<file path="config.mk">
export PLATFORM = sky130hd
export DESIGN_NAME = mc_controller
export DESIGN_NICKNAME = d
export VERILOG_FILES = /design/src/rtl/mips_pkg.sv /design/src/rtl/mc_alu_decode.sv /design/src/rtl/mc_controller.sv
export SDC_FILE = /design/constraint.sdc
export NUM_CORES = 1
export LEC_CHECK = 0
export BUFFER_PORTS_ARGS = -buffer_cell sky130_fd_sc_hd__clkbuf_2
export CORE_MARGIN = 4
export CORE_UTILIZATION = 49
export CTS_CLUSTER_SIZE = 12
export DETAILED_ROUTE_END_ITERATION = 6
export PLACE_DENSITY = 0.84
export REMOVE_ABC_BUFFERS = 1
export SETUP_SLACK_MARGIN = 0.5
export SLEW_MARGIN = 5
export SYNTH_ARGS = -nofsm -noshare
export SYNTH_HDL_FRONTEND = slang
export SYNTH_SLANG_ARGS = --single-unit
</file>
<file path="constraint.sdc">
create_clock -name clk -period 3.6 [get_ports clk]
set_input_delay 0.18 -clock clk [delete_from_list [all_inputs] [get_ports clk]]
set_output_delay 0.18 -clock clk [all_outputs]
set_load 0.03 [all_outputs]
</file>
<file path="src/rtl/mips_pkg.sv">
// Shared encodings for the multicycle MIPS control unit: FSM states, opcode/func
// values, ALU operation codes and datapath mux select encodings.
package mips_pkg;

    typedef enum logic [3:0] {
        StRst,
        StFetch,
        StDecode,
        StExecR,
        StRwb,
        StExecI,
        StIwb,
        StMemAddr,
        StMemRd,
        StMemWb,
        StMemWr,
        StBranch,
        StJump,
        StJal,
        StJr
    } state_t;

    localparam logic [5:0] OpRtype = 6'b000000;
    localparam logic [5:0] OpLw    = 6'b100011;
    localparam logic [5:0] OpSw    = 6'b101011;
    localparam logic [5:0] OpBeq   = 6'b000100;
    localparam logic [5:0] OpBne   = 6'b000101;
    localparam logic [5:0] OpAddi  = 6'b001000;
    localparam logic [5:0] OpSlti  = 6'b001010;
    localparam logic [5:0] OpJ     = 6'b000010;
    localparam logic [5:0] OpJal   = 6'b000011;

    localparam logic [5:0] FnAdd = 6'b100000;
    localparam logic [5:0] FnSub = 6'b100010;
    localparam logic [5:0] FnAnd = 6'b100100;
    localparam logic [5:0] FnOr  = 6'b100101;
    localparam logic [5:0] FnSlt = 6'b101010;
    localparam logic [5:0] FnJr  = 6'b001000;

    localparam logic [2:0] AluAdd = 3'b010;
    localparam logic [2:0] AluSub = 3'b110;
    localparam logic [2:0] AluAnd = 3'b000;
    localparam logic [2:0] AluOr  = 3'b001;
    localparam logic [2:0] AluSlt = 3'b111;

    localparam logic [1:0] PcSrcAlu    = 2'b00;
    localparam logic [1:0] PcSrcAluOut = 2'b01;
    localparam logic [1:0] PcSrcJump   = 2'b10;
    localparam logic [1:0] PcSrcRegA   = 2'b11;

    localparam logic [1:0] SrcBReg   = 2'b00;
    localparam logic [1:0] SrcBFour  = 2'b01;
    localparam logic [1:0] SrcBImm   = 2'b10;
    localparam logic [1:0] SrcBImmSh = 2'b11;

    localparam logic [1:0] RegDstRt = 2'b00;
    localparam logic [1:0] RegDstRd = 2'b01;
    localparam logic [1:0] RegDstRa = 2'b10;

    localparam logic [1:0] MemtoRegAlu = 2'b00;
    localparam logic [1:0] MemtoRegMdr = 2'b01;
    localparam logic [1:0] MemtoRegPc  = 2'b10;

    // StFetch doubles as the "unknown instruction" marker.
    function automatic state_t decode_next(input logic [5:0] opc, input logic [5:0] fn);
        state_t nxt;
        nxt = StFetch;
        case (opc)
            OpRtype: begin
                if (fn == FnJr) begin
                    nxt = StJr;
                end else if (fn inside {FnAdd, FnSub, FnAnd, FnOr, FnSlt}) begin
                    nxt = StExecR;
                end
            end
            OpLw, OpSw:     nxt = StMemAddr;
            OpBeq, OpBne:   nxt = StBranch;
            OpAddi, OpSlti: nxt = StExecI;
            OpJ:            nxt = StJump;
            OpJal:          nxt = StJal;
            default:        nxt = StFetch;
        endcase
        return nxt;
    endfunction

endpackage

</file>
<file path="src/rtl/mc_alu_decode.sv">
// Combinational ALUOperation decode from the controller state, opcode and func.
module mc_alu_decode
    import mips_pkg::*;
#(
    parameter int unsigned OPW  = 6,
    parameter int unsigned ALUW = 3
) (
    input  state_t          state,
    input  logic [OPW-1:0]  OPC,
    input  logic [OPW-1:0]  func,
    output logic [ALUW-1:0] alu_op
);

    always_comb begin
        alu_op = '0;
        case (state)
            StFetch, StDecode, StMemAddr: alu_op = AluAdd;
            StExecR: begin
                case (func)
                    FnSub:   alu_op = AluSub;
                    FnAnd:   alu_op = AluAnd;
                    FnOr:    alu_op = AluOr;
                    FnSlt:   alu_op = AluSlt;
                    default: alu_op = AluAdd;
                endcase
            end
            StExecI:  alu_op = (OPC == OpSlti) ? AluSlt : AluAdd;
            StBranch: alu_op = AluSub;
            default:  alu_op = '0;
        endcase
    end

endmodule

</file>
<file path="src/rtl/mc_controller.sv">
// Multicycle MIPS control unit: sequences fetch/decode/execute/memory/writeback.
// Define MC_PERF_CNT_EN to add the cycle_cnt/instr_cnt performance counters.
module mc_controller
    import mips_pkg::*;
#(
    parameter int unsigned OPW  = 6,
    parameter int unsigned ALUW = 3
) (
    input  logic            clk,
    input  logic            rst_n,
    input  logic [OPW-1:0]  OPC,
    input  logic [OPW-1:0]  func,
    input  logic            z,
    input  logic            mem_ready,
    output logic            IorD,
    output logic            MemRead,
    output logic            MemWrite,
    output logic            IRWrite,
    output logic            PCWrite,
    output logic [1:0]      PCSrc,
    output logic            ALUSrcA,
    output logic [1:0]      ALUSrcB,
    output logic [ALUW-1:0] ALUOperation,
    output logic [1:0]      RegDst,
    output logic [1:0]      MemtoReg,
    output logic            RegWrite,
    output logic            illegal
`ifdef MC_PERF_CNT_EN
    ,
    output logic [31:0]     cycle_cnt,
    output logic [31:0]     instr_cnt
`endif
);

    state_t state;
    state_t decoded_next;

    assign decoded_next = decode_next(OPC, func);

    always_ff @(posedge clk or negedge rst_n) begin
        if (!rst_n) begin
            state <= StRst;
        end else begin
            case (state)
                StRst:     state <= StFetch;
                StFetch:   if (mem_ready) state <= StDecode;
                StDecode:  state <= decoded_next;
                StExecR:   state <= StRwb;
                StExecI:   state <= StIwb;
                StMemAddr: state <= (OPC == OpLw) ? StMemRd : StMemWr;
                StMemRd:   if (mem_ready) state <= StMemWb;
                StMemWr:   if (mem_ready) state <= StFetch;
                StRwb, StIwb, StMemWb, StBranch, StJump, StJal, StJr: state <= StFetch;
                default:   state <= StFetch;
            endcase
        end
    end

    mc_alu_decode #(
        .OPW  (OPW),
        .ALUW (ALUW)
    ) u_alu_decode (
        .state  (state),
        .OPC    (OPC),
        .func   (func),
        .alu_op (ALUOperation)
    );

    // Decoded straight from the state so an asynchronous reset drops every enable at once.
    always_comb begin
        IorD     = 1'b0;
        MemRead  = 1'b0;
        MemWrite = 1'b0;
        IRWrite  = 1'b0;
        PCWrite  = 1'b0;
        PCSrc    = PcSrcAlu;
        ALUSrcA  = 1'b0;
        ALUSrcB  = SrcBReg;
        RegDst   = RegDstRt;
        MemtoReg = MemtoRegAlu;
        RegWrite = 1'b0;
        illegal  = 1'b0;
        case (state)
            StFetch: begin
                MemRead = 1'b1;
                ALUSrcB = SrcBFour;
                IRWrite = mem_ready;
                PCWrite = mem_ready;
            end
            StDecode: begin
                ALUSrcB = SrcBImmSh;
                illegal = (decoded_next == StFetch);
            end
            StExecR: begin
                ALUSrcA = 1'b1;
                ALUSrcB = SrcBReg;
            end
            StRwb: begin
                RegDst   = RegDstRd;
                RegWrite = 1'b1;
            end
            StExecI, StMemAddr: begin
                ALUSrcA = 1'b1;
                ALUSrcB = SrcBImm;
            end
            StIwb: RegWrite = 1'b1;
            StMemRd: begin
                IorD    = 1'b1;
                MemRead = 1'b1;
            end
            StMemWb: begin
                MemtoReg = MemtoRegMdr;
                RegWrite = 1'b1;
            end
            StMemWr: begin
                IorD     = 1'b1;
                MemWrite = 1'b1;
            end
            StBranch: begin
                ALUSrcA = 1'b1;
                PCSrc   = PcSrcAluOut;
                PCWrite = ((OPC == OpBeq) && z) || ((OPC == OpBne) && !z);
            end
            StJump: begin
                PCSrc   = PcSrcJump;
                PCWrite = 1'b1;
            end
            StJal: begin
                PCSrc    = PcSrcJump;
                PCWrite  = 1'b1;
                RegDst   = RegDstRa;
                MemtoReg = MemtoRegPc;
                RegWrite = 1'b1;
            end
            StJr: begin
                PCSrc   = PcSrcRegA;
                PCWrite = 1'b1;
            end
            default: ;
        endcase
    end

`ifdef MC_PERF_CNT_EN
    always_ff @(posedge clk or negedge rst_n) begin
        if (!rst_n) begin
            cycle_cnt <= '0;
            instr_cnt <= '0;
        end else begin
            if (state != StRst) begin
                cycle_cnt <= cycle_cnt + 32'd1;
            end
            if ((state == StDecode) && (decoded_next != StFetch)) begin
                instr_cnt <= instr_cnt + 32'd1;
            end
        end
    end
`endif

endmodule

</file>
# After elaboration in Yosys (flattened, before gate mapping)
# Cells that the tools add are included.
# W data, S select, Z words.
# word_totals
out_inout_bits,19
inputBits,16
register_bits,4
elab_cells,74
# classes
n_reduce_logical,18
eq_ne,32
muxes,23
# op_table
op,n
$eq A6 B6 Y1 const B,7
$eq A4 B4 Y1 const B,7
$pmux W4 S7,1
$pmux W3 S4,2
$pmux W4 S6,1
$eq A6 B4 Y1 const B,3
$eq A4 B3 Y1 const B,4
$mux W4,4
$reduce_or A2 Y1,7
$eq A6 B2 Y1 const B,2
$eq A6 B3 Y1 const B,2
$pmux W2 S3,2
$eq A4 B1 Y1 const B,2
$eq A4 B2 Y1 const B,2
$pmux W2 S2,2
$reduce_or A4 Y1,2
$mux W1,7
$logic_not A6 Y1,1
$ne A2 B2 Y1 const B,3
$reduce_or A3 Y1,2
$reduce_bool A5 Y1,1
$mux W2,2
$mux W3,1
$pmux W1 S3,1
4 further kinds,5

# Depth between registers and ports, before layout
# Gate-level depths: netlist of the first run.
# logic_depth
ltp_word,7
depth_mapped,5
ltp_nobuf,4

# Hierarchy
# Synthesis of the first run repeated with hierarchy kept, for this count alone.
# hier_totals
cells_unflattened,121
area_unflattened_um2,822.0
# modules_own_cells
mod,seq_area_each_um2,cells_per_inst,instances,area_each_um2
mc_controller,100.1,103,1,684.4
mc_alu_decode,0.0,18,1,137.6

# Least setup slack after synthesis of the first run
# Ideal clock, no wire load.
# synth_path
path_kind,reg2out
start,register state[3]
end,output port illegal
path_slack_ns,0.992
t_required_ns,3.420
stages_incl_launch_ff,5
n_path_buf,0
arrival_ns,2.428
path_cell_list,dfrtp_1 > nand2b_1 > nor3_1 > o211ai_1 > a2111oi_0
# synth_between
elab_chain_cells,2
# synth_lines
item,line_no,text
start: declaration,mc_controller.sv:35,state_t state;
start signal: assignment,mc_controller.sv:42,state <= StRst;
start signal: assignment,mc_controller.sv:45,StRst: state <= StFetch;
start signal: assignment,mc_controller.sv:46,StFetch: if (mem_ready) state <= StDecode;
$eq A4 B2 Y1,mc_controller.sv:83,case (state)
$mux W1,mc_controller.sv:83,
end: declaration,mc_controller.sv:27,output logic illegal
# No other way between the ends.

# Worst setup path in the final report of the first run
# Ends and elaborated chain as after synthesis.

==> out/metrics.csv, run 1 <==
stage,metric,value,unit
synthesis,post-synthesis area per instance,6.574,um2
grt,Congestion Overflow GR,0,
routing,vias after detailed routing,961,
clock_network,clk slew on worst S/H paths,0.04,ns
die,Rows,13,
routing,Iteration-0 DRC Markers,33,
final_layout,FF/Latch Area,100.1,um2
timing,"Slew Viols, Final",0,
timing,Final Cycle Share,62.39,%
setup_path,WS Path Type,flop to primary output,
timing,final worst setup slack,1.354,ns
setup_path,Reg2Reg Setup Slack,1.79,ns
final_layout,Post-layout nets,161,
final_layout,Largest Register,state,
final_layout,Final Cell Area,930.9,um2
placement,placer congestion estimate,0.8584,
grt,first-pass GRT wire length,3.498,mm
clock_network,CTS tree,done,
final_layout,area of the multi-input gates,598.1,um2
final_layout,biggest regs,state: 4 flops,
placement,pre-CTS WS,1.595,ns
synthesis,synthesis-stage register bit count,4,
routing,Final ANT Viol Nets,0,
final_layout,area grow syn2layout,24.21,%
final_layout,Largest register FFs,4,
timing,final hold vios,0,
final_layout,# fillers,134,
timing,final setup vio count,0,
pwr,Static Leak,0.4076,nW
synthesis,most common cell in the netlist,nor2_1,
timing,Min Hold Slack,0.2816,ns
placement,PortBufs,34,
synthesis,largest cells by area after synthesis,"dfrtp_1, nand2b_1, nor2_1",
synthesis,Synth top area share,13.36,%
final_layout,ANT cells,0,
run_status,status,completed,
pwr,P per Cell Area,670.9,nW/um2
grt,vias in the first global route,830,
clock_network,Sink Count,4,
synthesis,Post-synth ARST share,100.0,%
die,Initial Utilization,54.85,%
die,total core area,1366,um2
setup_path,CP peak stage delay,0.55,ns
clock_network,total CTS buffers,3,
synthesis,commonest cells in the synthesized netlist,"nor2_1, nand2_1, nand2b_1",
timing,RSZ-0062 raised after global routing,no,
timing,Post-Route Skew,0.001196,ns
setup_path,critical path cell sequence,nand2b_1 -> nor3_1 -> o211ai_1 -> a2111oi_0 -> clkbuf_2,
setup_path,Crit-path slowest cell,dfrtp_1,
final_layout,Finished Core Util,68.13,%
synthesis,"Top FF cell, synth",dfrtp_1,
die,Die Ht,47.11,um
pwr,VDD IR max,242.4,uV
placement,post-DP HPWL,1.722,mm
timing,Max Freq,0.4452,GHz
job,max-cap viol count,0,
die,die width,47.11,um
clock_network,htree depth,1,
clock_network,clock root buffer,clkbuf_4,
grt,largest net degree at the start of global routing,19,
routing,DR vias/cell,6.082,
routing,DRC viols,0,
placement,Post-Place Cell Area,898.4,um2
synthesis,Gate Count Post-Synth,114,
setup_path,crit path from,state[3],
clock_network,clock latency on the worst-skew pair,0.23,ns
die,Top Ports,35,
synthesis,Synth cell types,45,
timing,Final min period,2.246,ns
clock_network,CTS Buffer Depth,2,
routing,Initial DRT Pass Iterations,4,
hold_path,Worst Hold Class,input port to asynchronous set/reset pin,
synthesis,"Seq/Total Area, Yosys",13.36,%
setup_path,CP Data Required Time,3.42,ns
final_layout,layout cells sized above 1,29.37,%
setup_path,CP Data Arrival Time,2.07,ns
setup_path,Crit Path Max Fanout,17,
grt,GRT Util Overall,21.84,%
clock_network,post_cts resized,0,
routing,Total Wirelength,2.193,mm
die,DIE AREA,2219,um2
setup_path,CP Launch Type,flop,
synthesis,Mapped Area,749.5,um2
setup_path,Worst Setup End Kind,primary output,
synthesis,"EDFF count, synth",0,
synthesis,Yosys Warn Count,0,
setup_path,R2R Path Start,state[3],
synthesis,Yosys top cell by area,dfrtp_1,
grt,initial antenna violation count,0,
timing,Worst Max-Slew Pin Slew,0.5117,ns
timing,max_slew headroom,65.89,%
routing,wire per inst,13.88,um
timing,Fin Setup TNS,0,ns
## placed cells by master (no fill, tap or decap), types with 2 or more instances in the layout
cell / synthesis / layout
clkbuf_2: 0 / 34
nor3_1: 5 / 5
xnor2_1: 2 / 2
nand2_1: 12 / 12
nor2_1: 13 / 13
dfrtp_1: 4 / 4
inv_1: 3 / 3
nor2b_1: 3 / 3
and3_1: 3 / 3
o211ai_1: 4 / 4
o21ai_0: 6 / 6
nand3_1: 2 / 2
or2_2: 2 / 2
a31oi_1: 4 / 4
a21boi_0: 2 / 2
clkbuf_4: 0 / 3
nor3b_1: 4 / 4
a21oi_1: 2 / 2
nand2b_1: 9 / 9
## routing by layer
layer | up-vias | global-route usage (%) | wire length [um]
met1 | 439 | 27.50 | 935
met5 | - | 0 | 0
li1 | 483 | - | -
met2 | 33 | 36.31 | 1092
met3 | 6 | 1.533 | 115
met4 | 0 | 12.71 | 50
## kinds of logic (layout without fill, tap and decap cells)
logic type | Yosys count | after routing | share of synthesized area [%]
DFF | 4 | 4 | 13.36
xor gates and xnor gates | 3 | 3 | 3.506
and+or+nand+nor | 63 | 63 | 46.58
AOI/OAI and AO/OA | 31 | 31 | 28.38
muxes | 1 | 1 | 1.336
buffers and inverters | 12 | 41 | 6.845
## stage by stage
| step | total power, mW | std cells |
|---|---|---|
| after floorplan | 0.4365 | 105 |
| after global placement | 0.5579 | 154 |
| after detailed placement | 0.5665 | 154 |
| after CTS | 0.6252 | 158 |
| after global routing | 0.6778 | 158 |
| final | 0.6245 | 158 |
## report_power, final
group / internal (mW) / switching (mW) / leakage, nW
logic: 0.150 / 0.282 / 0.343
registers: 0.0619 / 0.0757 / 0.0509
clock network: 0.0373 / 0.0180 / 0.0138
## worst paths after layout
path	cells after the start	endpoint
max	5	illegal
min	2	state[3]
max reg2reg	3	state[0]
min reg2reg	2	state[2]
max in group asynchronous	2	state[2]
min in group clk	4	state[1]
## critical path: cells and delay by family (launching register included)
family	cells	cell delay [ns]
DFF	1	0.55
and+or+nand+nor	2	0.51
AOI/OAI and AO/OA	2	0.49
buffers and inverters	1	0.28
## what timing repair did
| item | in CTS | in global routing |
|---|---|---|
| hold endpoints to repair | 4 | 0 |
| hold buffers | 1 | 0 |
| setup buffers | 0 | 0 |
## final cells by class
type	count	share of cell area (%)
clock buffer	3	2.419
sequential	4	10.75
tap	15	2.016
multi-input combinational	98	64.25
inverter	3	1.210
timing repair buffer	35	19.35
Power figures use the tool's default switching activity.
==> inputs of run 2 (changes only) <==
- CORE_UTILIZATION: 49 -> 46
- PLACE_DENSITY: 0.84 -> 0.79
- clock period: 3.6 -> 2.3 ns (I/O delays scaled with it)
==> out/metrics.csv, run 2 (synthesis gave the netlist of run 1 again) <==
stage,metric,value,unit
clock_network,clk slew on worst S/H paths,0.04,ns
die,Initial Utilization,49.18,%
setup_path,"most used cell, CP",buf_4,
clock_network,total CTS buffers,3,
grt,GRT Util Overall,19.66,%
die,Rows,14,
timing,Final min period,1.805,ns
grt,vias in the first global route,916,
routing,DRC viols,0,
routing,Initial DRT Pass Iterations,4,
routing,DR vias/cell,6.222,
setup_path,CP Data Required Time,2.18,ns
clock_network,CTS tree,done,
setup_path,cell family with most CP delay,simple AND/OR/NAND/NOR gates,
setup_path,CP Launch Type,flop,
placement,post-DP HPWL,1.778,mm
clock_network,CTS Buffer Depth,2,
setup_path,CP bufs+invs,2,
routing,wire per inst,14.74,um
pwr,Static Leak,0.4649,nW
pwr,VDD IR max,508.9,uV
clock_network,clock root buffer,clkbuf_4,
die,DIE AREA,2339,um2
setup_path,CP peak stage delay,0.44,ns
placement,Placed Cells incl. Taps,159,
final_layout,"most common cell after layout, fill and taps aside",clkbuf_2,
timing,"Slew Viols, Final",0,
timing,Min Hold Slack,0.2219,ns
setup_path,critical path cell sequence,buf_4 -> nand2b_4 -> nor3_4 -> nand4_1 -> o21ai_1 -> buf_4,
final_layout,Largest Register,state,
final_layout,biggest regs,state: 4 flops,
final_layout,post-route non-filler standard cell count,167,
placement,PortBufs,34,
pwr,P per Cell Area,1047,nW/um2
routing,Iteration-0 DRC Markers,34,
run_status,status,completed,
timing,final hold vios,0,
placement,pre-CTS WS,0.4240,ns
timing,Final Cycle Share,78.47,%
die,Die Ht,48.37,um
timing,RSZ-0062 raised after global routing,yes,
die,total core area,1524,um2
setup_path,WS Path Type,flop to primary output,
clock_network,clock latency on the worst-skew pair,0.23,ns
die,die width,48.37,um
final_layout,Post-layout nets,169,
grt,largest net degree at the start of global routing,13,
grt,initial antenna violation count,0,
clock_network,htree depth,1,
routing,Final ANT Viol Nets,0,
timing,Worst Max-Slew Pin Slew,0.4284,ns
pwr,Tot Pwr,1.131,mW
die,Top Ports,35,
setup_path,Crit Path Max Fanout,11,
timing,Fin Setup TNS,0,ns
timing,final setup vio count,0,
setup_path,CP Data Arrival Time,1.69,ns
hold_path,Worst Hold Class,input port to asynchronous set/reset pin,
final_layout,Largest register FFs,4,
routing,vias after detailed routing,1039,
clock_network,Sink Count,4,
grt,first-pass GRT wire length,3.919,mm
final_layout,ANT cells,0,
timing,Max Freq,0.5541,GHz
final_layout,"commonest non-fill, non-tap cells in the layout","clkbuf_2, nor2_1, buf_4",
routing,Total Wirelength,2.461,mm
timing,Post-Route Skew,0.001055,ns
final_layout,area grow syn2layout,44.07,%
timing,max_slew headroom,71.38,%
grt,Congestion Overflow GR,0,
placement,placer congestion estimate,0.8815,
final_layout,layout cells sized above 1,41.06,%
job,max-cap viol count,0,
setup_path,Worst Setup End Kind,primary output,
timing,final worst setup slack,0.4953,ns
setup_path,Crit-path slowest cell,dfrtp_2,
[run 2: cell count changes in the layout (fill, tap and decap cells not counted), moves of 2 or more]
cell,previous run,this run
clkbuf_2,34,27
dfrtp_1,4,0
dfrtp_2,0,4
buf_4,0,12
buf_8,0,2
nor3_1,5,3
[run 2: final timing paths]
path / startpoint / to / slack (ns) / depth (start not counted)
min reg2reg: state[3] / state[3] / 0.65 / 2
min in group clk: func[4] / state[1] / 0.25 / 4
min: rst_n / state[2] / 0.22 / 2
max in group asynchronous: rst_n / state[1] / 1.95 / 2
max reg2reg: state[0] / state[0] / 0.56 / 4
max: state[3] / ALUOperation[0] / 0.50 / 6
[run 2: cell type report]
type                            count  area [um2]
Clock buffer                        3       22.52
Timing Repair Buffer               43       276.5
Fill cell                         117       444.2
Tap cell                           16       20.02
Inverter                            3       11.26
Multi-Input combinational cell     98       644.4
Sequential cell                     4       105.1
[run 2: metal layers]
| metal | global-route usage (%) | vias to the layer above | wire, um |
|---|---|---|---|
| met3 | 3.374 | 4 | 191 |
| met2 | 34.57 | 54 | 1264 |
| li1 | - | 499 | - |
| met5 | 0 | - | 0 |
| met1 | 24.06 | 482 | 979 |
| met4 | 5.530 | 0 | 26 |
[run 2: where the power goes]
part           internal [mW]  total (mW)  switching [mW]
sequential             0.104       0.166          0.0617
combinational          0.325       0.878           0.553
clock                 0.0584      0.0873          0.0289
total                  0.487        1.13           0.644
[run 2: metrics by stage]
step / utilization (%) / cell area, um2
after CTS: 66.83 / 1018
after detailed placement: 61.00 / 929.6
after global placement: 61.00 / 929.6
final: 70.85 / 1080
after floorplan: - / 709.4
after global routing: 70.85 / 1080
[run 2: what timing repair did]
action | 4_1_cts | 5_1_grt
gates cloned | 0 | 0
hold endpoints to repair | 4 | 0
setup endpoints to repair | 5 | 5
hold buffers | 1 | 0
pin swaps | 2 | 5
setup buffers | 3 | 1
gates resized for setup | 11 | 25
==> inputs of run 3 (changes only) <==
- ABC_AREA: not set -> 1
- CORE_UTILIZATION: 46 -> 40
- PLACE_DENSITY: 0.79 -> 0.75
- clock period: 2.3 -> 1.6 ns (I/O delays scaled with it)
==> out/metrics.csv, run 3 <==
stage,metric,value,unit
routing,Total Wirelength,2.948,mm
run_status,status,"finished, violations left",
final_layout,Finished Core Util,82.34,%
synthesis,Mapped Area,676.9,um2
final_layout,Largest register FFs,4,
synthesis,Gate Count Post-Synth,126,
timing,RSZ-0062 raised after global routing,yes,
die,Top Ports,35,
grt,initial antenna violation count,0,
timing,"Slew Viols, Final",0,
timing,Post-Route Skew,0.003515,ns
routing,Initial DRT Pass Iterations,4,
synthesis,"Top FF cell, synth",dfrtp_1,
synthesis,"Seq/Total Area, Yosys",14.79,%
routing,wire per inst,15.60,um
placement,post-DP HPWL,1.747,mm
die,total core area,1559,um2
timing,Min Hold Slack,0.1829,ns
routing,DRC viols,0,
final_layout,area grow syn2layout,89.65,%
timing,Final min period,1.683,ns
timing,max_slew headroom,78.44,%
synthesis,commonest cells in the synthesized netlist,"nand2_1, nor2_1, inv_1",
setup_path,CP Launch Type,flop,
pwr,VDD IR max,1259,uV
grt,vias in the first global route,936,
synthesis,largest cells by area after synthesis,"dfrtp_1, nand2_1, nor2_1",
routing,vias after detailed routing,1078,
clock_network,total CTS buffers,3,
setup_path,Crit Path Max Fanout,5,
routing,Highest Signal Layer,met4,
synthesis,Synth cell types,24,
die,Rows,14,
clock_network,htree depth,1,
synthesis,Post-synth ARST share,100.0,%
grt,largest net degree at the start of global routing,7,
synthesis,"EDFF count, synth",0,
synthesis,Synth top area share,14.79,%
routing,DR vias/cell,5.704,
die,Die Ht,49.14,um
hold_path,Worst Hold Class,input port to asynchronous set/reset pin,
routing,Iteration-0 DRC Markers,25,
placement,PortBufs,34,
clock_network,clock latency on the worst-skew pair,0.24,ns
final_layout,"commonest non-fill, non-tap cells in the layout","nand2_1, inv_1, nor2_1",
pwr,Static Leak,0.6582,nW
die,DIE AREA,2414,um2
synthesis,post-synthesis area per instance,5.372,um2
pwr,Tot Pwr,2.467,mW
die,Initial Utilization,43.42,%
setup_path,CP Data Arrival Time,1.60,ns
synthesis,Yosys Warn Count,0,
timing,Worst Max-Slew Pin Slew,0.3200,ns
synthesis,most common cell in the netlist,nand2_1,
routing,wl on met1,1.114,mm
grt,first-pass GRT wire length,3.788,mm
placement,pre-CTS WS,0.1422,ns
run_status,violated checks,setup timing,
final_layout,ANT cells,0,
timing,Final Cycle Share,105.2,%
setup_path,CP Data Required Time,1.52,ns
clock_network,CTS tree,done,
routing,WL met3,220,um
timing,Fin Setup TNS,-0.1597,ns
timing,final setup vio count,3,
setup_path,WS Path Type,flop to primary output,
placement,placer congestion estimate,0.8737,
grt,GRT Util Overall,19.29,%
timing,final hold vios,0,
timing,final worst setup slack,-0.08282,ns
routing,Met2 Wirelength,1.511,mm
final_layout,Largest Register,state,
clock_network,CTS Buffer Depth,2,
setup_path,Worst Setup End Kind,primary output,
final_layout,biggest regs,state: 4 flops,
grt,Congestion Overflow GR,0,
clock_network,clk slew on worst S/H paths,0.04,ns
final_layout,layout cells sized above 1,50.87,%
clock_network,Sink Count,4,
routing,Final ANT Viol Nets,0,
synthesis,synthesis-stage register bit count,4,
die,die width,49.14,um
clock_network,clock root buffer,clkbuf_4,
timing,Max Freq,0.5942,GHz
final_layout,"most common cell after layout, fill and taps aside",nand2_1,
synthesis,Yosys top cell by area,dfrtp_1,
final_layout,Post-layout nets,191,
job,max-cap viol count,0,
pwr,P per Cell Area,1922,nW/um2
==> run 3: cell count changes after synthesis, moves of 5 or more <==
cell / delta
clkbuf_1: -6
nand2_1: +14
nand2b_1: -9
nand4_1: +7
inv_1: +17
nor2_1: +11
nand3_1: +7
inv_2: +5
==> run 3: area by class of cell <==
type / instances / area [um2]
Fill cell: 90 / 275.3
Clock buffer: 3 / 22.52
Tap cell: 16 / 20.02
Timing Repair Buffer: 45 / 415.4
Sequential cell: 4 / 103.9
Multi-Input combinational cell: 95 / 614.3
Inverter: 26 / 107.6
==> run 3: path summary, 6_finish.rpt <==
| path | cells after the start | startpoint | slack, ns | endpoint |
|---|---|---|---|---|
| worst min-delay path | 2 | rst_n | 0.18 | state[0] |
| min in group clk | 4 | mem_ready | 0.29 | state[1] |
| worst max-delay path | 7 | state[1] | -0.08 | ALUOperation[1] |
| worst min register to register | 5 | state[3] | 0.82 | state[0] |
| worst max register to register | 7 | state[3] | 0.13 | state[0] |
| max in group asynchronous | 2 | rst_n | 1.27 | state[2] |
==> run 3: layer usage <==
metal	global-route usage [%]	vias up
li1	-	506
met1	20.63	497
met2	37.72	65
met3	1.835	10
met4	7.583	0
met5	0	-
==> run 3: cell families (layout without fill, tap and decap cells) <==
kind of cell           after synthesis  after routing  share of synthesized area (%)
AO/OA/AOI/OAI                       18             18                          16.82
buffers and inverters               27             74                          15.90
flip-flops                           4              4                          14.79
AND/OR/NAND/NOR                     77             77                          52.50
==> run 3: repair_timing <==
item                                    in CTS  in global routing
endpoints found under the setup margin      23                 23
resized for setup                           48                 54
pin swaps                                    3                  7
hold buffers                                 1                  0
endpoints found under the hold margin        4                  0
setup buffers                                4                  5
==> run 3: worst max-delay path, cell delays in order (launching register included) <==
cell and delay [ns]:
dfrtp_2 0.46, inv_2 0.07, nand2_4 0.09, inv_4 0.06
nand2_8 0.08, inv_6 0.03, a2111o_1 0.38, clkbuf_8 0.17
==> run 3: report_power, final <==
part           internal [mW]  total [mW]  switching [mW]
clock                 0.0847       0.137          0.0521
sequential             0.154       0.253          0.0995
combinational          0.876        2.08            1.20
==> run 3: per-stage QoR <==
| step | instances | cell area [um2] |
|---|---|---|
| after floorplan | 125 | 669.4 |
| after global routing | 189 | 1284 |
| after CTS | 184 | 1090 |
| after global placement | 176 | 867.1 |
| final | 189 | 1284 |
| after detailed placement | 176 | 867.1 |
